$ cat src/rtl/matrix_pkg.sv
// Shared constants, loader state encoding and bus addressing for the matrix adder path.
// Both the loader and AddUnit size their buses from these constants.
package matrix_pkg;

   localparam int unsigned DIM_MAX   = 5;
   localparam int unsigned ELEM_W    = 8;
   localparam int unsigned MAT_W     = DIM_MAX * DIM_MAX * ELEM_W;
   localparam int unsigned BUS_W     = 2 * MAT_W;
   localparam int unsigned BUS_IDX_W = $clog2(BUS_W);

   typedef logic [BUS_IDX_W-1:0] bus_idx_t;

   typedef enum logic [2:0] {
      StIdle,
      StGetM,
      StGetN,
      StLoadA,
      StLoadB,
      StDone,
      StErr
   } loader_state_e;

   // LSB position of element (r,c) of matrix A (mat=0) or B (mat=1).
   function automatic bus_idx_t elem_offset(input logic mat, input logic [2:0] r,
                                            input logic [2:0] c);
      return bus_idx_t'(int'(mat) * int'(MAT_W)
                        + (int'(r) * int'(DIM_MAX) + int'(c)) * int'(ELEM_W));
   endfunction

   // The whole byte is checked so that e.g. 9 is rejected rather than read as 1.
   function automatic logic dim_ok(input logic [ELEM_W-1:0] v);
      return (v >= ELEM_W'(1)) && (v <= ELEM_W'(DIM_MAX));
   endfunction

endpackage

$ cat src/rtl/matrix_rc_counter.sv
// Row/column position within one matrix, wrapping columns at the loaded width.
// The owner clears it between matrices; last flags the final (rows-1, cols-1) slot.
module matrix_rc_counter (
   input  logic       clk,
   input  logic       reset,
   input  logic       clear_i,
   input  logic       step_i,
   input  logic [2:0] rows_i,
   input  logic [2:0] cols_i,
   output logic [2:0] row_o,
   output logic [2:0] col_o,
   output logic       last_o
);

   logic [2:0] row_q, col_q;

   always_ff @(posedge clk) begin
      if (reset || clear_i) begin
         row_q <= '0;
         col_q <= '0;
      end else if (step_i) begin
         if (col_q == cols_i - 3'd1) begin
            col_q <= '0;
            row_q <= row_q + 3'd1;
         end else begin
            col_q <= col_q + 3'd1;
         end
      end
   end

   assign row_o  = row_q;
   assign col_o  = col_q;
   assign last_o = (row_q == rows_i - 3'd1) && (col_q == cols_i - 3'd1);

endmodule

$ cat src/rtl/matrix_loader.sv
// Byte-stream loader: dimensions then A and B in row-major order, assembled onto the
// packed dual-matrix bus consumed by AddUnit.
module matrix_loader
   import matrix_pkg::*;
(
   input  logic              clk,
   input  logic              reset,
   input  logic              start,
   input  logic              in_valid,
   input  logic [ELEM_W-1:0] in_data,
   output logic              in_ready,
   output logic [2:0]        m,
   output logic [2:0]        n,
   output logic [BUS_W-1:0]  matrices_in,
   output logic              load_done,
   output logic              dim_err,
   output logic              busy
);

   loader_state_e state;
   logic [2:0]    row, col;
   logic          last_elem;
   logic          loading;
   logic          step;
   logic          rc_clear;

   assign loading  = (state == StLoadA) || (state == StLoadB);
   assign step     = in_valid && loading && !start;
   // Clearing on the last element re-arms the counter for B, and for the next load.
   assign rc_clear = start || (step && last_elem);

   matrix_rc_counter u_rc (
      .clk     (clk),
      .reset   (reset),
      .clear_i (rc_clear),
      .step_i  (step),
      .rows_i  (m),
      .cols_i  (n),
      .row_o   (row),
      .col_o   (col),
      .last_o  (last_elem)
   );

   always_ff @(posedge clk) begin
      if (reset) begin
         state       <= StIdle;
         m           <= '0;
         n           <= '0;
         matrices_in <= '0;
      end else if (start) begin
         state       <= StGetM;
         m           <= '0;
         n           <= '0;
         matrices_in <= '0;
      end else begin
         case (state)
            StGetM: if (in_valid) begin
               if (dim_ok(in_data)) begin
                  m     <= in_data[2:0];
                  state <= StGetN;
               end else begin
                  state <= StErr;
               end
            end
            StGetN: if (in_valid) begin
               if (dim_ok(in_data)) begin
                  n     <= in_data[2:0];
                  state <= StLoadA;
               end else begin
                  state <= StErr;
               end
            end
            StLoadA: if (in_valid) begin
               matrices_in[elem_offset(1'b0, row, col) +: ELEM_W] <= in_data;
               if (last_elem) state <= StLoadB;
            end
            StLoadB: if (in_valid) begin
               matrices_in[elem_offset(1'b1, row, col) +: ELEM_W] <= in_data;
               if (last_elem) state <= StDone;
            end
            default: ;
         endcase
      end
   end

   // Status is decoded from the registered state only; nothing depends on in_valid.
   assign in_ready  = (state == StGetM) || (state == StGetN) || loading;
   assign busy      = in_ready;
   assign load_done = (state == StDone);
   assign dim_err   = (state == StErr);

endmodule

$ cat config.mk
export PLATFORM = sky130hd
export DESIGN_NAME = matrix_loader
export DESIGN_NICKNAME = d
export VERILOG_FILES = /design/src/rtl/matrix_pkg.sv /design/src/rtl/matrix_rc_counter.sv /design/src/rtl/matrix_loader.sv
export SDC_FILE = /design/constraint.sdc
export NUM_CORES = 1
export LEC_CHECK = 0
export CELL_PAD_IN_SITES_DETAIL_PLACEMENT = 0
export CELL_PAD_IN_SITES_GLOBAL_PLACEMENT = 1
export CORE_ASPECT_RATIO = 1.2
export CORE_MARGIN = 4
export CORE_UTILIZATION = 35
export DETAILED_ROUTE_END_ITERATION = 8
export HOLD_SLACK_MARGIN = 0.1
export PLACE_DENSITY_LB_ADDON = 0.1
export SETUP_SLACK_MARGIN = 0.1
export SYNTH_ARGS = -nofsm -noshare
export SYNTH_HDL_FRONTEND = slang
export SYNTH_SLANG_ARGS = --single-unit
$ cat constraint.sdc
create_clock -name clk -period 10 [get_ports clk]
set_clock_uncertainty 0.2 [all_clocks]
set_input_delay 2 -clock clk [delete_from_list [all_inputs] [get_ports clk]]
set_output_delay 2 -clock clk [all_outputs]
set_load 0.01 [all_outputs]
Yosys cells after proc, flatten, opt, wreduce, memory -nomap -nowiden
Cells that the tools add are included.
- register bits: 415
- input port bits: 12
- output and inout port bits: 410
- word-level logic and storage cells: 79
- add/sub/neg operators: 8
- multipliers: 1
- magnitude comparators: 2
- equality and inequality tests: 20
- shift-type cells: 4
- multiplexer cells: 16
- reduce and logical (&&, ||, !) cells: 21
- operator list (cell ; number):
    400-bit bitwise mux ; 2
    400-bit 2-to-1 mux ; 2
    400-bit one-hot mux with 2 select lines ; 1
    8-bit by 11-bit variable shift with 400-bit output, first input constant ; 2
    8-bit by 11-bit variable part select with 400-bit output ; 2
    3-bit 2-to-1 mux ; 9
    9-bit negator with 11-bit output ; 2
    3-bit != test, second input constant ; 6
    7-bit AND reduction ; 2
    2-bit != test, second input constant ; 6
    3-bit one-hot mux with 4 select lines ; 1
    8-bit by 9-bit adder with 9-bit output, first input constant ; 1
    3-bit == test, second input constant ; 3
    3-bit AND reduction ; 3
    8-bit by 1-bit >= comparator with 1-bit output, second input constant ; 1
    8-bit by 3-bit less-or-equal comparator with 1-bit output, second input constant ; 1
    3-bit by 1-bit adder with 3-bit output, second input constant ; 2
    6-bit by 3-bit adder with 6-bit output ; 1
    3-bit by 2-bit == test with 1-bit output, second input constant ; 2
    3-bit == test ; 2
    3-bit by 3-bit multiplier with 6-bit output, second input constant ; 1
    3-bit by 1-bit subtractor with 3-bit output, second input constant ; 2
    1-bit logical AND ; 5
    1-bit logical OR ; 5
    8 further kinds ; 8

Logic depth before layout (Yosys ltp)
Gate-level depths: netlist of run 1.
- depth after elaboration: 8
- depth in mapped cells: 14
- mapped depth without buffers: 11

Cells and area by module
A second synthesis of run 1 with hierarchy kept.
- cells, all modules: 1705
- area total of the unflattened synthesis: 16502.1 um2
- by module, submodules not included (module ; instances ; cells each ; area an instance (um2) ; sequential area each (um2)):
    matrix_loader ; 1 ; 1659 ; 16071.7 ; 8187.9
    matrix_rc_counter ; 1 ; 46 ; 430.4 ; 120.1

Worst setup path before layout of run 1
Ideal clock, no wire load.
- path kind: register to register
- start: register u_rc.row_q[0] (netlist: u_rc.row_o[0])
- end: register matrices_in[256]
- setup time: 0.133 ns
- data arrival time: 3.647 ns
- data required time: 9.667 ns
- setup slack: 6.021 ns
- stages on the path, launching flop included: 13
- path buffers: 2
- period minus slack after synthesis: 3.979 ns
- cell sequence: dfxtp_1 -> ha_1 -> ha_1 -> fa_1 -> or4b_4 -> o21a_1 -> a22o_1 -> buf_6 -> xnor2_4 -> or3_1 -> o32a_1 -> buf_2 -> mux2i_1
- word-level cells in the longest chain between the ends: 8
- elaborated cells between the ends (all ways): 14
- those cells by class: add/sub: 4; mul: 1; shift: 4; mux: 5
- RTL lines (element ; line ; text):
    start, declared ; matrix_rc_counter.sv:15 ; logic [2:0] row_q, col_q;
    start signal, assigned ; matrix_rc_counter.sv:24 ; row_q <= row_q + 3'd1;
    3-bit by 3-bit multiplier with 6-bit output (*) ; matrix_pkg.sv:27 ; + (int'(r) * int'(DIM_MAX) + int'(c)) * int'(ELEM_W));
    6-bit by 3-bit adder with 6-bit output (*) ; matrix_pkg.sv:27 ;
    8-bit by 9-bit adder with 9-bit output ; matrix_pkg.sv:27 ;
    9-bit negator with 11-bit output ; matrix_loader.sv:78 ; matrices_in[elem_offset(1'b1, row, col) +: ELEM_W] <= in_data;
    8-bit by 11-bit variable part select with 400-bit output or 8-bit by 11-bit variable shift with 400-bit output (tied branches) ; matrix_loader.sv:78 ;
    400-bit bitwise mux ; matrix_loader.sv:78 ;
    400-bit 2-to-1 mux ; matrix_loader.sv:77 ; StLoadB: if (in_valid) begin
    400-bit one-hot mux with 2 select lines (*) ; matrix_loader.sv:56 ; case (state)
    end signal, assigned by index ; matrix_loader.sv:74 ; matrices_in[elem_offset(1'b0, row, col) +: ELEM_W] <= in_data;
    end signal, assigned by index ; matrix_loader.sv:78 ;
    end, declared ; matrix_loader.sv:14 ; output logic [BUS_W-1:0] matrices_in,
Mark *: on every way between the ends. The rest lies on a longest branch, timed or not. The select of a mux whose other input is x is not followed.
A chain may end at the register's enable or synchronous reset.

Final worst setup path of run 1
- start: register u_rc.row_q[0] (netlist: u_rc.row_o[0])
- end: register matrices_in[175]
The elaborated chain is that of the path after synthesis.

==> summary.md, run 1 <==
| Metric | Value |
|---|---|
| Slowest stage cell, crit path | `o41ai_1` |
| Die W | `211 µm` |
| Share of cells above drive strength 1 | `8.77%` |
| Final Hold Fails | `0` |
| # IOs | `422` |
| CTS tree | `done` |
| Relative slew slack | `between 20% and 30%` |
| Commonest cells after routing, fill and taps aside | `421 x clkdlybuf4s50_1, 415 x dfxtp_1, 161 x nand2_1` |
| Comb power frac | `3.1%` |
| Crit path cell chain | `ha_1 -> ha_1 -> fa_1 -> xor2_2 -> xnor3_1 -> nor2_2 -> inv_1 -> o41ai_1 -> o21ai_1 -> o2bb2ai_1` |
| GRT Total Usage | `24.9%` |
| Clk_lat worst skew | `between 0.5 and 0.6 ns` |
| Post-synth EDFFs | `0` |
| CTS Buf Count | `44` |
| Hold path startpoint | `matrices_in[307]` |
| Maximum VDD drop | `0.109 mV` |
| Mapped Nets | `~1,700` |
| Clk pwr share | `48.8%` |
| Worst setup path startpoint | `u_rc.row_o[0]` |
| Met3 routed WL | `a little under 6 mm` |
| CTS HTree Levels | `2` |
| Gpl congestion | `0.960` |
| Cts repair resizes | `0` |
| RR Startpoint | `u_rc.row_o[0]` |
| Count of buffers from port buffering | `421` |
| Worst hold path depth | `2` |
| Global route overflow | `0` |
| Syn-to-layout area delta | `36.2%` |
| Max Slew Vio Count | `0` |
| Internal power | `2.67 mW` |
| CP peak stage delay | `0.74 ns` |
| CP endpoint kind | `flip-flop` |
| Cells after synthesis | `1,717` |
| Starting Density | `35.3%` |
| Largest net degree at the start of global routing | `94` |
| Yosys cell types | `around 100` |
| Synth Area per Inst | `~10 µm²` |
| Met1 WL | `slightly below 30 mm` |
| Post-CTS Setup Inserts | `0` |
| Seq pwr share | `48.1%` |
| Post-route DRC | `0` |
| Fin area | `23,600 µm²` |
| Worst Hold Endpoint | `matrices_in[307]` |
| Vias in the first global route | `15,508` |
| Clock Tree Buf Depth | `3` |
| ANT cells | `0` |
| R2R cell count | `10` |
| Switching pwr | `a little under 0.8 mW` |
| Post-DP Area | `22,100 µm²` |
| Critical Path RT | `slightly above 10 ns` |
| Top cell by count, worst path | `ha_1` |
| Core area | `just under 50,000 µm²` |
| Final setup vio count | `0` |
| RSZ-0062 raised after global routing | `no` |
| First-pass GRT wire length | `102 mm` |
| Sequential area share after synthesis | `47.9%` |
| Clock Tree Root | `clkbuf_16` |
| Die Y | `252 µm` |
| Highest routed layer | `met4` |
| Most common cell after layout, fill and taps aside | `clkdlybuf4s50_1` |
| Total of max-cap violations | `0` |
| WP data arrival | `5.54 ns` |
| DRT Pass-1 Iters | `5` |
| Power per standard cell area | `between 100 and 150 nW/µm²` |
| Final period utilization | `a little over half` |
| Routed Antenna Nets | `0` |
| Lkg Pwr | `8.31 nW` |
| Run status | `finished clean` |
| Yosys warnings | `0` |
| Worst Hold Class | `reg2reg` |
| CP startpoint kind | `flip-flop` |
| DP Worst Slack | `approximately 4.6 ns` |
| WL/cell | `~25 µm` |
| Seq cells post-synth | `between 400 and 500` |
| Sink Count | `415` |
| Post-route minimum period | `5.27 ns` |
| Ys flop type | `dfxtp_1` |
| Worst-path clk slew | `0.06 ns` |
| Reg2Reg Setup Slack | `roughly 4.7 ns` |
| Setup ws final | `4.73 ns` |
| Fmax | `approximately 0.19 GHz` |
| Worst R2R End | `matrices_in[175]` |
| CP top delay family | `compound AO/OA/AOI/OAI gates` |
| Die footprint | `53,200 µm²` |
| DR WL met2 | `approximately 32 mm` |
| Worst Path Max Fanout | `15` |
| Final wirelength | `69.5 mm` |
| Row count | `89` |
| Layout Nets | `2,131` |
| Iter 0 DRT Violations | `1,126` |
| CP bufs+invs | `1` |
| DP HPWL | `48.8 mm` |
| Initial antenna violation count | `0` |
| FFs w/ async S/R, synth | `0%` |
| Critical path class | `reg2reg` |
| Via count | `between 15,000 and 20,000` |
| Fin Setup TNS | `0 ns` |
| Hold_ws | `0.257 ns` |
| Synthesized area | `17,300 µm²` |
| Worst-Margin Slew | `1.18 ns` |
| Via density | `5.68` |
| # hold bufs at CTS | `0` |
| Sw Ratio | `roughly 22%` |
[area by class of cell]
class / count / area [µm²]
fill: 4644 / 25500
multi-input combinational: 1171 / 8490
sequential: 415 / 8310
timing repair buffer: 457 / 4480
clock buffer: 63 / 1270
tap: 637 / 797
clock inverter: 16 / 223
inverter: 10 / 37.5
[stage by stage]
step / power [mW] / util (%) / instances
after floorplan: 1.75 / - / 1717
after global placement: 1.80 / 45.0 / 2690
after detailed placement: 1.80 / 45.0 / 2690
after CTS: 3.48 / 48.1 / 2769
after global routing: 3.56 / 48.1 / 2769
final: 3.44 / 48.1 / 2769
[flip-flops by register name, summed over array words and instances (netlist names)]
signal and flops:
matrices_in 400, m 3, n 3, state 3, u_rc.col_o 3, u_rc.row_o 3
[synth_stat cells (all sizes together) (21+ instances only)]
master,number,area (µm²)
nor4,27,224
clkbuf,81,305
a221o,41,410
o2bb2ai,104,911
mux2i,107,1070
a32o,32,320
buf,40,248
nor2,131,504
o22ai,27,249
dfxtp,415,8310
and2,21,131
nand3,60,310
nor3,31,200
o21ai,46,234
a21oi,63,330
a22o,99,867
nand2,162,611
[power groups by stage]
stage,Clock [mW],Combinational (mW),Sequential (mW)
after floorplan,0,0.0580,1.69
final,1.68,0.107,1.66
after detailed placement,0,0.107,1.69
after CTS,1.72,0.108,1.65
after global placement,0,0.107,1.69
after global routing,1.79,0.113,1.65
[kinds of logic (layout without fill, tap and decap cells)]
logic type / after synthesis / after routing / share of synthesized area, %
AND/OR/NAND/NOR: 518 / 518 / 14.8
AO/OA/AOI/OAI: 499 / 499 / 24.1
buffers and inverters: 131 / 546 / 3.40
XOR/XNOR: 25 / 25 / 2.01
adder cells (fa/ha/maj): 20 / 20 / 1.49
multiplexers: 109 / 109 / 6.30
flip-flops: 415 / 415 / 47.9
[tightest hold or removal path, stage by stage, from the launching register on]
cell	delay (ns)
dfxtp_1	0.31
nand2_1	0.05
o22ai_1	0.05
[routing by layer]
layer / track usage [%] / up-vias
met5: 0 / -
met4: 8.25 / 0
met3: 7.83 / 126
met2: 39.8 / 625
met1: 31.9 / 7721
li1: - / 7257
[how the worst max path moves through the flow]
stage / slack [ns] / to / cells after the start
after floorplan: 6.02 / matrices_in[256] / 12
after global placement: 4.70 / matrices_in[207] / 11
after detailed placement: 4.61 / matrices_in[206] / 11
after CTS: 4.59 / matrices_in[207] / 11
after global routing: 4.58 / matrices_in[117] / 11
final: 4.73 / matrices_in[175] / 10
No activity file was read; power rests on OpenSTA's default activity.
==> run 2: changes to the inputs <==
==> constraint.sdc (replaced) <==
create_clock -name clk -period 5.3 [get_ports clk]
set_clock_uncertainty 0.2 [all_clocks]
set_input_delay 1.06 -clock clk [delete_from_list [all_inputs] [get_ports clk]]
set_output_delay 1.06 -clock clk [all_outputs]
set_load 0.01 [all_outputs]
==> run 2 against run 1 <==
- combinational power up 96%
- utilization increased by 0.61 points
- setup slack got worse by 4.4 ns
- worst hold slack got worse by 0.0030 ns
- register-to-register slack lost 4.4 ns
- clock-buffer cell count down 3
- wire length grew 0.25%
- via count grew 0.62%
- sequential share of layout area is 0.44 points lower
- first-iteration DRC count is 12% lower
- clock power rose by 85%
- final area up 1.3%
- critical path type unchanged
- critical endpoint is now matrices_in[139]
- largest cell class unchanged
- largest power group is now registers
==> summary.md, run 2 (same netlist as run 1, synthesis figures left out) <==
| Metric | Value |
|---|---|
| Run status | `finished clean` |
| Comb power frac | `3.3% (+0.2 points)` |
| Cell Count, Final, Fillers Out | `2,812 (+1.6%)` |
| Post-layout total power | `6.43 mW (+87%)` |
| Max Slew Vio Count | `0 (unchanged)` |
| Clk pwr share | `48.2% (-0.6 points)` |
| Largest net degree at the start of global routing | `132 (+40%)` |
| Lkg Pwr | `8.53 nW (+2.5%)` |
| Slowest stage cell, crit path | `fa_1` |
| Final setup vio count | `0 (unchanged)` |
| Critical Path RT | `5.59 ns (-4.68 ns)` |
| Final Hold Fails | `0 (unchanged)` |
| Via density | `5.63 (-0.92%)` |
| Sink Count | `415 (unchanged)` |
| # IOs | `422 (unchanged)` |
| Crit path cell chain | `ha_1 -> ha_1 -> fa_1 -> or4b_4 -> o21a_1 -> a22o_1 -> xnor2_4 -> buf_4 -> o32ai_1 -> a21oi_1 -> a221o_1` |
| Final period utilization | `93.7% (+41 points)` |
| # hold bufs at CTS | `0 (unchanged)` |
| Layout Nets | `2,173 (+2.0%)` |
| Syn-to-layout area delta | `37.9%` |
| Top cell by count, worst path | `ha_1` |
| CP bufs+invs | `1 (unchanged)` |
| Die Y | `252 µm (unchanged)` |
| Internal power | `4.97 mW (+86%)` |
| Critical path class | `reg2reg` |
| Starting Density | `35.3% (unchanged)` |
| CP peak stage delay | `0.68 ns (-0.06 ns)` |
| WL/cell | `24.8 µm (-1.3%)` |
| Power per standard cell area | `269 nW/µm² (+84%)` |
| First-pass GRT wire length | `103 mm (+1.1%)` |
| Post-layout util | `48.7% (+0.61 points)` |
| Switching pwr | `1.46 mW (+89%)` |
| CTS HTree Levels | `2 (unchanged)` |
| Clock Tree Root | `clkbuf_16` |
| Fin Setup TNS | `0 ns (unchanged)` |
| Post-Place Cells | `2,733 (+1.6%)` |
| Cts repair resizes | `0 (unchanged)` |
| DP HPWL | `50.0 mm (+2.4%)` |
| Vias in the first global route | `15,791 (+1.8%)` |
| Max reg flops | `400 (unchanged)` |
| Clk_lat worst skew | `0.56 ns (about the same)` |
| Fmax | `0.201 GHz (+6.0%)` |
| CP top delay family | `compound AO/OA/AOI/OAI gates` |
| Die W | `211 µm (unchanged)` |
| Iter 0 DRT Violations | `989 (-12%)` |
| Worst Hold Class | `reg2reg` |
| WP data arrival | `5.26 ns (-0.28 ns)` |
| Maximum VDD drop | `0.240 mV (+120%)` |
| Row count | `89 (unchanged)` |
| Worst-path clk slew | `0.06 ns (about the same)` |
| ANT cells | `0 (unchanged)` |
| Seq pwr share | `48.6% (+0.5 points)` |
| Via count | `15,826 (+0.62%)` |
| Most flops, register | `matrices_in` |
| Commonest cells after routing, fill and taps aside | `421 x clkdlybuf4s50_1, 415 x dfxtp_1, 161 x nand2_1` |
| Relative slew slack | `29.8% (+8.3 points)` |
| DRT Pass-1 Iters | `5 (unchanged)` |
| CTS Buf Count | `43 (-2.3%)` |
| Sw Ratio | `22.6% (+0.21 points)` |
| CP endpoint kind | `flip-flop` |
| Hold_ws | `0.254 ns (-0.00297 ns)` |
| Count of buffers from port buffering | `421 (unchanged)` |
| Post-CTS Setup Inserts | `0 (unchanged)` |
| Core area | `49,100 µm² (unchanged)` |
| GRT Total Usage | `25.0% (+0.10 points)` |
| Final wirelength | `69.7 mm (+0.25%)` |
| RSZ-0062 raised after global routing | `no` |
| Clock Tree Buf Depth | `3 (unchanged)` |
| CP startpoint kind | `flip-flop` |
| Gpl congestion | `0.980 (+2.1%)` |
| CTS tree | `done` |
| Share of cells above drive strength 1 | `10.9% (+2.1 points)` |
| Worst-Margin Slew | `1.05 ns (-0.123 ns)` |
| Most common cell after layout, fill and taps aside | `clkdlybuf4s50_1` |
| Routed Antenna Nets | `0 (unchanged)` |
| Total of max-cap violations | `0 (unchanged)` |
| Global route overflow | `0 (unchanged)` |
| Post-route DRC | `0 (unchanged)` |
| Initial antenna violation count | `0 (unchanged)` |
| Worst Path Max Fanout | `21 (+6)` |
| Die footprint | `53,200 µm² (unchanged)` |
| Post-route minimum period | `4.97 ns (-0.300 ns)` |
==> run 2: changes by cell type in the layout (fill, tap and decap cells not counted), sizes merged <==
cell | before | now
clkbuf | 63 | 60
clkinv | 10 | 12
buf | 36 | 79
clkinvlp | 1 | 3
bufinv | 4 | 3
==> run 2: per-stage QoR <==
step | worst slack (ns) | area [µm²]
2_1_floorplan | 1.32 | 17300
3_3_place_gp | 0.500 | 22400
3_5_place_dp | 0.392 | 22400
4_1_cts | 0.376 | 23900
5_1_grt | 0.135 | 23900
6_report | 0.332 | 23900
==> run 2: worst paths after layout <==
check,start,endpoint,slack (ns),depth (start not counted)
setup / recovery,u_rc.row_o[0],matrices_in[139],0.33,11
setup reg to reg,u_rc.row_o[0],matrices_in[139],0.33,11
hold reg to reg,matrices_in[308],matrices_in[308],0.25,2
hold / removal,matrices_in[308],matrices_in[308],0.25,2
==> run 2: layer usage <==
metal  track usage (%)  up-vias  wire, µm
met5                 0        -         0
met4              6.86        0      1990
met3              7.47      109      6220
met2              40.9      645     32400
met1              32.1     7726     29100
li1                  -     7346         -
==> run 2: worst register-to-register path, delay by kind of cell (launching register included) <==
family	cells	cell delay (ns)
compound gates	5	1.54
xor+xnor	1	0.43
fa+ha+maj	3	1.27
buf+inv	1	0.37
flops	1	0.45
simple gates	1	0.64
==> run 2: cell type report <==
class,instances,area (µm²)
inverter,10,37.5
timing repair buffer,500,4820
fill,4556,25200
tap,637,797
clock inverter,19,200
multi-input combinational,1171,8500
clock buffer,60,1250
sequential,415,8310
==> run 2: power by group through the flow <==
stage / sequential [mW] / clock, mW / combinational, mW
5_1_grt: 3.12 / 3.29 / 0.224
2_1_floorplan: 3.19 / 0 / 0.109
3_3_place_gp: 3.19 / 0 / 0.209
4_1_cts: 3.12 / 3.16 / 0.211
3_5_place_dp: 3.19 / 0 / 0.210
6_report: 3.12 / 3.10 / 0.210
